$ cat config.mk
export PLATFORM = sky130hd
export DESIGN_NAME = uart_tx_burst_fifo_flat
export DESIGN_NICKNAME = d
export VERILOG_FILES = /design/src/rtl/uart_tx_burst_fifo_pkg.sv /design/src/rtl/uart_tx_burst_fifo_if.sv /design/src/rtl/uart_tx_burst_fifo.sv /design/src/flat_wrapper.sv
export SDC_FILE = /design/constraint.sdc
export NUM_CORES = 1
export LEC_CHECK = 0
export CORE_ASPECT_RATIO = 0.75
export CORE_MARGIN = 4
export CORE_UTILIZATION = 34
export CTS_BUF_LIST = sky130_fd_sc_hd__clkbuf_4
export CTS_CLUSTER_DIAMETER = 120
export DETAILED_ROUTE_END_ITERATION = 10
export GPL_ROUTABILITY_DRIVEN = 0
export PLACE_DENSITY = 0.58
export SYNTH_ARGS = -nofsm -noshare
export SYNTH_HDL_FRONTEND = slang
export SYNTH_SLANG_ARGS = --single-unit
$ cat constraint.sdc
create_clock -name clk -period 10 [get_ports clk]
set_input_delay 2.5 -clock clk [delete_from_list [all_inputs] [get_ports clk]]
set_output_delay 2.5 -clock clk [all_outputs]
set_load 0.1 [all_outputs]
$ cat src/rtl/uart_tx_burst_fifo_pkg.sv
// Shared UART package: widths, depth and the TX FIFO state type.
// The state type is kept here so the RX buffer can reuse it.
package uart_pkg;

    localparam int UART_BYTE_W     = 8;
    localparam int UART_FIFO_DEPTH = 16;
    localparam int UART_FLAT_W     = 128;

    typedef enum logic [1:0] {
        IDLE,
        SEND,
        GAP
    } tx_fifo_state_t;

    // Clamp a requested byte count to the buffer depth.
    function automatic logic [4:0] sat_count(input logic [4:0] c);
        return (c > 5'd16) ? 5'd16 : c;
    endfunction

endpackage

$ cat src/rtl/uart_tx_burst_fifo_if.sv
// Byte stream handshake from the burst FIFO to the UART transmitter.
// master = FIFO side, slave = transmitter side.
interface uart_tx_burst_fifo_if import uart_pkg::*; ();

    logic                   tx_valid;
    logic [UART_BYTE_W-1:0] tx_data;
    logic                   tx_ready;

    modport master (
        output tx_valid,
        output tx_data,
        input  tx_ready
    );

    modport slave (
        input  tx_valid,
        input  tx_data,
        output tx_ready
    );

endinterface

$ cat src/rtl/uart_tx_burst_fifo.sv
// Burst TX FIFO: loads up to 16 bytes in one strobe, then drains
// them in order over a valid/ready stream with optional idle gaps.
module uart_tx_burst_fifo import uart_pkg::*; #(
    parameter int GAP_CYCLES = 0
) (
    input  logic                   clk,
    input  logic                   reset,
    input  logic                   i_load,
    input  logic [UART_FLAT_W-1:0] i_load_data_flat,
    input  logic [4:0]             i_load_count,
    input  logic                   i_abort,
    uart_tx_burst_fifo_if.master   tx,
    output logic [4:0]             o_count,
    output logic                   o_busy,
    output logic                   o_empty,
    output logic                   o_done,
    output logic                   o_load_err
);

    localparam int GW = (GAP_CYCLES > 1) ? $clog2(GAP_CYCLES) : 1;

    tx_fifo_state_t         r_state;
    tx_fifo_state_t         w_state_nxt;
    logic [UART_BYTE_W-1:0] r_buf [UART_FIFO_DEPTH];
    logic [3:0]             r_rd_ptr;
    logic [3:0]             w_rd_nxt;
    logic [3:0]             w_rd_inc;
    logic [4:0]             r_count;
    logic [4:0]             w_count_nxt;
    logic                   r_tx_valid;
    logic                   w_valid_nxt;
    logic [UART_BYTE_W-1:0] r_tx_data;
    logic [UART_BYTE_W-1:0] w_data_nxt;
    logic                   r_done;
    logic                   w_done_nxt;
    logic                   r_load_err;
    logic                   w_lerr_nxt;
    logic                   r_busy;
    logic                   r_empty;
    logic [GW-1:0]          r_gap;
    logic [GW-1:0]          w_gap_nxt;
    logic                   w_hs;
    logic                   w_load_acc;

    assign w_hs       = r_tx_valid & tx.tx_ready;
    assign w_load_acc = (r_state == IDLE) & i_load
                      & (i_load_count != 5'd0) & ~i_abort;
    assign w_rd_inc   = r_rd_ptr + 4'd1;

    // State register.
    always_ff @(posedge clk or posedge reset) begin
        if (reset) r_state <= IDLE;
        else       r_state <= w_state_nxt;
    end

    // Next-state and next-value decode; abort overrides everything.
    always_comb begin
        w_state_nxt = r_state;
        w_rd_nxt    = r_rd_ptr;
        w_count_nxt = r_count;
        w_valid_nxt = r_tx_valid;
        w_data_nxt  = r_tx_data;
        w_done_nxt  = 1'b0;
        w_lerr_nxt  = 1'b0;
        w_gap_nxt   = r_gap;
        if (i_abort) begin
            w_state_nxt = IDLE;
            w_count_nxt = 5'd0;
            w_valid_nxt = 1'b0;
        end else begin
            unique case (r_state)
                IDLE: begin
                    if (w_load_acc) begin
                        w_state_nxt = SEND;
                        w_count_nxt = sat_count(i_load_count);
                        w_rd_nxt    = 4'd0;
                        w_valid_nxt = 1'b1;
                        w_data_nxt  = i_load_data_flat[UART_BYTE_W-1:0];
                    end
                end
                SEND: begin
                    w_lerr_nxt = i_load;
                    if (w_hs) begin
                        w_rd_nxt    = w_rd_inc;
                        w_count_nxt = r_count - 5'd1;
                        w_data_nxt  = r_buf[w_rd_inc];
                        if (r_count == 5'd1) begin
                            w_state_nxt = IDLE;
                            w_valid_nxt = 1'b0;
                            w_done_nxt  = 1'b1;
                        end else if (GAP_CYCLES > 0) begin
                            w_state_nxt = GAP;
                            w_valid_nxt = 1'b0;
                            w_gap_nxt   = GW'(GAP_CYCLES - 1);
                        end
                    end
                end
                GAP: begin
                    w_lerr_nxt = i_load;
                    if (r_gap == '0) begin
                        w_state_nxt = SEND;
                        w_valid_nxt = 1'b1;
                    end else begin
                        w_gap_nxt = r_gap - GW'(1);
                    end
                end
                default: w_state_nxt = IDLE;
            endcase
        end
    end

    // Datapath and status registers, all updated from the decoded next values.
    always_ff @(posedge clk or posedge reset) begin
        if (reset) begin
            r_rd_ptr   <= 4'd0;
            r_count    <= 5'd0;
            r_tx_valid <= 1'b0;
            r_tx_data  <= '0;
            r_done     <= 1'b0;
            r_load_err <= 1'b0;
            r_busy     <= 1'b0;
            r_empty    <= 1'b1;
            r_gap      <= '0;
        end else begin
            r_rd_ptr   <= w_rd_nxt;
            r_count    <= w_count_nxt;
            r_tx_valid <= w_valid_nxt;
            r_tx_data  <= w_data_nxt;
            r_done     <= w_done_nxt;
            r_load_err <= w_lerr_nxt;
            r_busy     <= (w_state_nxt != IDLE);
            r_empty    <= (w_count_nxt == 5'd0);
            r_gap      <= w_gap_nxt;
        end
    end

    // Byte buffer: all 16 slots captured on an accepted load.
    always_ff @(posedge clk or posedge reset) begin
        if (reset) begin
            for (int i = 0; i < UART_FIFO_DEPTH; i++) r_buf[i] <= '0;
        end else if (w_load_acc) begin
            for (int i = 0; i < UART_FIFO_DEPTH; i++)
                r_buf[i] <= i_load_data_flat[i*UART_BYTE_W +: UART_BYTE_W];
        end
    end

    assign tx.tx_valid = r_tx_valid;
    assign tx.tx_data  = r_tx_data;
    assign o_count     = r_count;
    assign o_busy      = r_busy;
    assign o_empty     = r_empty;
    assign o_done      = r_done;
    assign o_load_err  = r_load_err;

endmodule

$ cat src/flat_wrapper.sv
// flat-port wrapper written by rule: the top's interface ports become plain ports
module uart_tx_burst_fifo_flat import uart_pkg::*;
#(
    parameter int GAP_CYCLES = 0
)
  (clk, reset, i_load, i_load_data_flat, i_load_count, i_abort, o_count, o_busy, o_empty, o_done, o_load_err, tx_tx_valid, tx_tx_data, tx_tx_ready);
  uart_tx_burst_fifo_if tx_i ();
  input  logic clk;
  input  logic reset;
  input  logic i_load;
  input  logic [UART_FLAT_W-1:0] i_load_data_flat;
  input  logic [4:0] i_load_count;
  input  logic i_abort;
  output logic [4:0] o_count;
  output logic o_busy;
  output logic o_empty;
  output logic o_done;
  output logic o_load_err;
  output wire logic [$bits(tx_i.tx_valid)-1:0] tx_tx_valid;
  output wire logic [$bits(tx_i.tx_data)-1:0] tx_tx_data;
  input wire logic [$bits(tx_i.tx_ready)-1:0] tx_tx_ready;
  assign tx_tx_valid = tx_i.tx_valid;
  assign tx_tx_data = tx_i.tx_data;
  assign tx_i.tx_ready = tx_tx_ready;
  uart_tx_burst_fifo #(.GAP_CYCLES(GAP_CYCLES)) u_core (.clk(clk), .reset(reset), .i_load(i_load), .i_load_data_flat(i_load_data_flat), .i_load_count(i_load_count), .i_abort(i_abort), .tx(tx_i), .o_count(o_count), .o_busy(o_busy), .o_empty(o_empty), .o_done(o_done), .o_load_err(o_load_err));
endmodule
# ---- Yosys cells after proc, flatten, opt, wreduce, memory -nomap -nowiden
# Index checks and enable logic that the tools add are counted.
dict set report op_classes {
  add_sub_neg 3
  n_lt_le_gt_ge 2
  n_eq_ne 9
  n_mux 33
  bitwise_logic 6
  reduce_logical 10
}
# cell n
set ops {}
lappend ops {{8-bit binary-select mux with 4-bit select} 1}
lappend ops {{8-bit 2-to-1 mux} 4}
lappend ops {{5-bit 2-to-1 mux} 4}
lappend ops {{8-bit case mux with 2 select lines} 1}
lappend ops {{1-bit 2-to-1 mux} 12}
lappend ops {{2-bit 2-to-1 mux} 5}
lappend ops {{5-bit case mux with 2 select lines} 1}
lappend ops {{3-bit by 2-bit != test with 1-bit output, second input constant} 3}
lappend ops {{4-bit 2-to-1 mux} 2}
lappend ops {{4-bit case mux with 2 select lines} 1}
lappend ops {{2-bit case mux with 3 select lines} 1}
lappend ops {{5-bit by 1-bit equality test with 1-bit output, second input constant} 1}
lappend ops {{5-bit >= comparator, second input constant} 1}
lappend ops {{5-bit greater-than comparator, second input constant} 1}
lappend ops {{5-bit logical NOT} 1}
lappend ops {{4-bit inverter with 5-bit output} 1}
lappend ops {{5-bit AND reduction} 1}
lappend ops {{5-bit nonzero test} 1}
lappend ops {{5-bit by 1-bit subtractor with 5-bit output, second input constant} 1}
lappend ops {{4-bit by 1-bit adder with 4-bit output, second input constant} 1}
lappend ops {{1-bit AND} 4}
lappend ops {{2-bit by 1-bit != test with 1-bit output, second input constant} 2}
lappend ops {{4-bit AND reduction} 1}
lappend ops {{2-bit nonzero test} 2}
lappend ops {{10 further kinds} 10}
dict set report word_totals {
  regBits 153
  inputBits 138
  output_inout_bits 18
  elab_cells 89
}

# ---- Depth between registers and ports, before layout
dict set report logic_depth {
  word_depth 8
  ltp_mapped 10
  ltp_nobuf 7
}

# ---- Worst setup path before layout
# No wires, ideal clock.
dict set report synth_timing {
  path_type {input-to-reg}
  from {in i_load_count[1]}
  to {reg u_core.r_buf[0] (netlist bit)}
  setup_time_ns 0.125
  arrival_ns 3.948
  required_ns 9.875
  path_slack_ns 5.927
  cell_stages 6
  n_path_buf 3
  path_cell_list {or4_1 -> buf_2 -> o21ai_4 -> buf_6 -> buf_4 -> mux2_2}
}
dict set report synth_via {
  elab_chain_len 3
}
# item line
set synth_rtl {}
lappend synth_rtl {{start: declaration} flat_wrapper.sv:12} ;# input logic [4:0] i_load_count;
lappend synth_rtl {{5-bit nonzero test} uart_tx_burst_fifo.sv:47} ;# & (i_load_count != 5'd0) & ~i_abort;
lappend synth_rtl {{1-bit AND (2 in series)} uart_tx_burst_fifo.sv:47}
lappend synth_rtl {{end signal: indexed assignment} uart_tx_burst_fifo.sv:143} ;# r_buf[i] <= i_load_data_flat[i*UART_BYTE_W +: UART_BYTE_W];
lappend synth_rtl {{end: declaration} uart_tx_burst_fifo.sv:24} ;# logic [UART_BYTE_W-1:0] r_buf [UART_FIFO_DEPTH];
# Every way passes these cells.
# A chain may end at the register's enable or synchronous reset.

# ---- Worst setup path in the final report
dict set report layout_timing {
  from {reg u_core.r_tx_valid (netlist: u_core.tx.tx_valid)}
  to {out tx_tx_valid}
}
# item line
set layout_rtl {}
lappend layout_rtl {{start: declaration} uart_tx_burst_fifo.sv:30} ;# logic r_tx_valid;
lappend layout_rtl {{start signal: assignment} uart_tx_burst_fifo.sv:127} ;# r_tx_valid <= w_valid_nxt;
lappend layout_rtl {{end: declaration} flat_wrapper.sv:19} ;# output wire logic [$bits(tx_i.tx_valid)-1:0] tx_tx_valid;
# No word-level cell between the ends.

==> results.json <==
{
  "outcome": "complete, no violations",
  "chipHeight_um": 134,
  "avgRoutedWirePerCell_um": 19.4,
  "cp_data_required_time_ps": 7500,
  "floorplan.initialDensity_pct": 35.1,
  "p_per_area_nw_per_um2": 182,
  "synth_area_sq_um": 7240,
  "detail_route.drc_violations": 0,
  "layoutNonFillerInstCount": 920,
  "path_cells": "clkdlybuf4s50_1",
  "fmax_mhz": 209,
  "cp_slowest_stage_delay_ps": 1210,
  "cts_setup_buffers": 0,
  "fillCellCount": 1875,
  "cts_inserted_buffers": 17,
  "dp_worst_setup_slack_ps": 4860,
  "clk_path_buf_depth": 2,
  "postSynthNetCount": 618,
  "routed-via-count": 4618,
  "report.final.setup_viol": 0,
  "rsz0062_at_grt": "no",
  "hold_viol_final": 0,
  "min_period_over_period_pct": 47.8,
  "ff2ff_setup_slack_ps": 7050,
  "seqCellArea_sq_um": 3810,
  "grt_pass1_wl_um": 28200,
  "synth-warning-count": 0,
  "wl_um": 17800,
  "core-area_sq_um": 20600,
  "diodes": 0,
  "placement_rows": 45,
  "maxCapViolations": 0,
  "cts_tree": "done",
  "arrival_ps": 2280,
  "syn_area_per_cell_sq_um": 15.3,
  "timing.setup.tns_ps": 0,
  "min-delay-start": "u_core.r_buf[90]$_DFFE_PP0N_",
  "reg2reg_from": "u_core.r_rd_ptr[1]$_DFFE_PP0P_",
  "headroom_to_the_max_slew_limit_pct": 31.5,
  "die_area_sq_um": 23700,
  "drt-pass1-iter-count": 4,
  "slowest_stage": "sky130_fd_sc_hd__clkdlybuf4s50_1",
  "cts_resized": 0,
  "post_drt_via_cell_ratio": 5.02,
  "post-route-worst-setup-slack_ps": 5220,
  "drive_gt1_share_pct": 24.3,
  "area_occupied_by_multi_input_gates_sq_um": 3200,
  "first_global_vias": 4960,
  "synth_edf_count": 0,
  "overflow": 0,
  "layout_area_growth_over_synthesis_pct": 28.3,
  "initial_antenna_violation_count": 3,
  "number_of_distinct_library_cells_after_synthesis": 51,
  "leakage_nw": 3.73,
  "clk_root_buffer_cell": "sky130_fd_sc_hd__clkbuf_4",
  "dominantRegCellSynth": "sky130_fd_sc_hd__dfrtp_1",
  "hpwl_um": 12900,
  "syn_inst": 473,
  "cp_top_family": "buffers and inverters",
  "netlist.top_cell.by_area": "sky130_fd_sc_hd__dfrtp_1",
  "clock_latency_ps": 540,
  "ys_async_sr_fraction_pct": 100,
  "htree_levels": 4,
  "cell_area_after_placement_sq_um": 9010,
  "pin_count": 156,
  "ys_seq_elements": 152,
  "crit_start": "u_core.tx.tx_valid$_DFFE_PP0P_",
  "dp_cells": 888,
  "p_total_mw": 1.69,
  "min_path_type": "reg -> reg",
  "drt_first_iter_violations": 240,
  "num-nets-final": 770,
  "postLayoutCellArea_sq_um": 9290,
  "timing.critical_path.buf_inv": 1,
  "post_cts_hold_buffers": 0,
  "crit_fanout": 8,
  "setup.worst_path.end_class": "output port",
  "synth-seq-area-share_pct": 52.5,
  "grt_start_max_net_pins": 80,
  "clkSlewWorstSetupHoldPaths_ps": 150,
  "grt_util_all_layers_pct": 15.5,
  "setup_skew_ps": 17.8,
  "worst-setup-path-type": "reg -> out",
  "critPathLaunchType": "register",
  "antenna_violating_nets_post_route": 0,
  "floorplan.die.width_um": 177,
  "cts.sinks": 152,
  "synth_top_cell_area_share_pct": 52.2,
  "final_period_minus_worst_setup_slack_ps": 4780,
  "synth_top_cells_by_area": "sky130_fd_sc_hd__dfrtp_1 (52%), sky130_fd_sc_hd__mux2_2 (14%), sky130_fd_sc_hd__mux4_2 (6.8%)",
  "tightest_slew_ps": 1020,
  "port_bufs": 155,
  "maxSlewViolCount": 0,
  "peakVddDrop_uv": 53.9
}
-- per-stage QoR --
| step | hold WS (ps) | utilization (%) |
|---|---|---|
| final | 501 | 45.1 |
| after global routing | 521 | 45.1 |
| after floorplan | 456 | - |
| after global placement | 466 | 43.7 |
| after detailed placement | 473 | 43.7 |
| after CTS | 505 | 45.1 |
-- state kept, by name, indices dropped and copies added, names as in the netlist --
signal,cells
u_core.o_busy,1
u_core.o_count,5
u_core.o_done,1
u_core.o_empty,1
u_core.o_load_err,1
u_core.r_buf,128
u_core.r_rd_ptr,4
u_core.r_state,2
u_core.tx.tx_data,8
u_core.tx.tx_valid,1
-- synth_stat cells (4+ instances only) --
| library cell | count |
|---|---|
| sky130_fd_sc_hd__ha_1 | 7 |
| sky130_fd_sc_hd__mux4_1 | 17 |
| sky130_fd_sc_hd__mux4_2 | 22 |
| sky130_fd_sc_hd__buf_2 | 10 |
| sky130_fd_sc_hd__nand3_1 | 7 |
| sky130_fd_sc_hd__a21oi_1 | 9 |
| sky130_fd_sc_hd__nor2_1 | 10 |
| sky130_fd_sc_hd__buf_4 | 11 |
| sky130_fd_sc_hd__nand2b_1 | 4 |
| sky130_fd_sc_hd__dfrtp_1 | 151 |
| sky130_fd_sc_hd__mux2_1 | 40 |
| sky130_fd_sc_hd__mux2_2 | 89 |
| sky130_fd_sc_hd__o21ai_0 | 6 |
| sky130_fd_sc_hd__buf_6 | 4 |
| sky130_fd_sc_hd__mux2i_1 | 9 |
| sky130_fd_sc_hd__nand2_1 | 15 |
| sky130_fd_sc_hd__inv_1 | 12 |
-- power by group --
part / internal, mW / switching (mW) / total, mW
combinational: 0.262 / 0.265 / 0.527
sequential: 0.729 / 0.0592 / 0.789
clock: 0.150 / 0.228 / 0.377
total: 1.14 / 0.552 / 1.69
-- layer usage --
metal | vias up | share of wire [%] | global-route usage, %
li1 | 2084 | - | -
met2 | 149 | 46 | 23.7
met1 | 2369 | 47 | 21.9
met5 | - | 0.18 | 0
met4 | 4 | 0.55 | 2.88
met3 | 12 | 6.3 | 4.99
-- logic make-up after synthesis --
| group | synth area share, % |
|---|---|
| DFF | 52.5 |
| xor gates and xnor gates | 0.864 |
| and+or+nand+nor | 3.78 |
| buffers and inverters | 3.51 |
| muxes | 34.3 |
| adders and majority gates | 1.21 |
| AOI/OAI and AO/OA | 3.77 |
-- cell type report --
class,instances,share of cell area [%]
Inverter,12,0.539
Multi-Input combinational cell,280,34.4
Clock buffer,17,1.37
Timing Repair Buffer,162,17.3
Clock inverter,15,1.63
Tap cell,282,3.80
Sequential cell,152,41.0
-- placed cells by master, fill, tap and decap left out, types with 9 or more instances in the layout --
| cell type | instances |
|---|---|
| sky130_fd_sc_hd__inv_1 | 11 |
| sky130_fd_sc_hd__clkbuf_4 | 17 |
| sky130_fd_sc_hd__nand2_1 | 15 |
| sky130_fd_sc_hd__dfrtp_1 | 150 |
| sky130_fd_sc_hd__a21oi_1 | 9 |
| sky130_fd_sc_hd__mux2_2 | 89 |
| sky130_fd_sc_hd__clkdlybuf4s50_1 | 155 |
| sky130_fd_sc_hd__nor2_1 | 10 |
| sky130_fd_sc_hd__mux4_1 | 17 |
| sky130_fd_sc_hd__mux4_2 | 22 |
| sky130_fd_sc_hd__mux2i_1 | 9 |
| sky130_fd_sc_hd__mux2_1 | 40 |
-- final timing paths --
path,end,cells past startpoint
min reg2reg,u_core.r_buf[90]$_DFFE_PP0N_,1
min in group asynchronous,u_core.r_buf[47]$_DFFE_PP0N_,2
max in group asynchronous,u_core.r_buf[48]$_DFFE_PP0N_,3
min,u_core.r_buf[90]$_DFFE_PP0N_,1
max reg2reg,u_core.tx.tx_data[6]$_DFFE_PP0P_,6
max,tx_tx_valid,1
(Power assumes the default switching activity.)
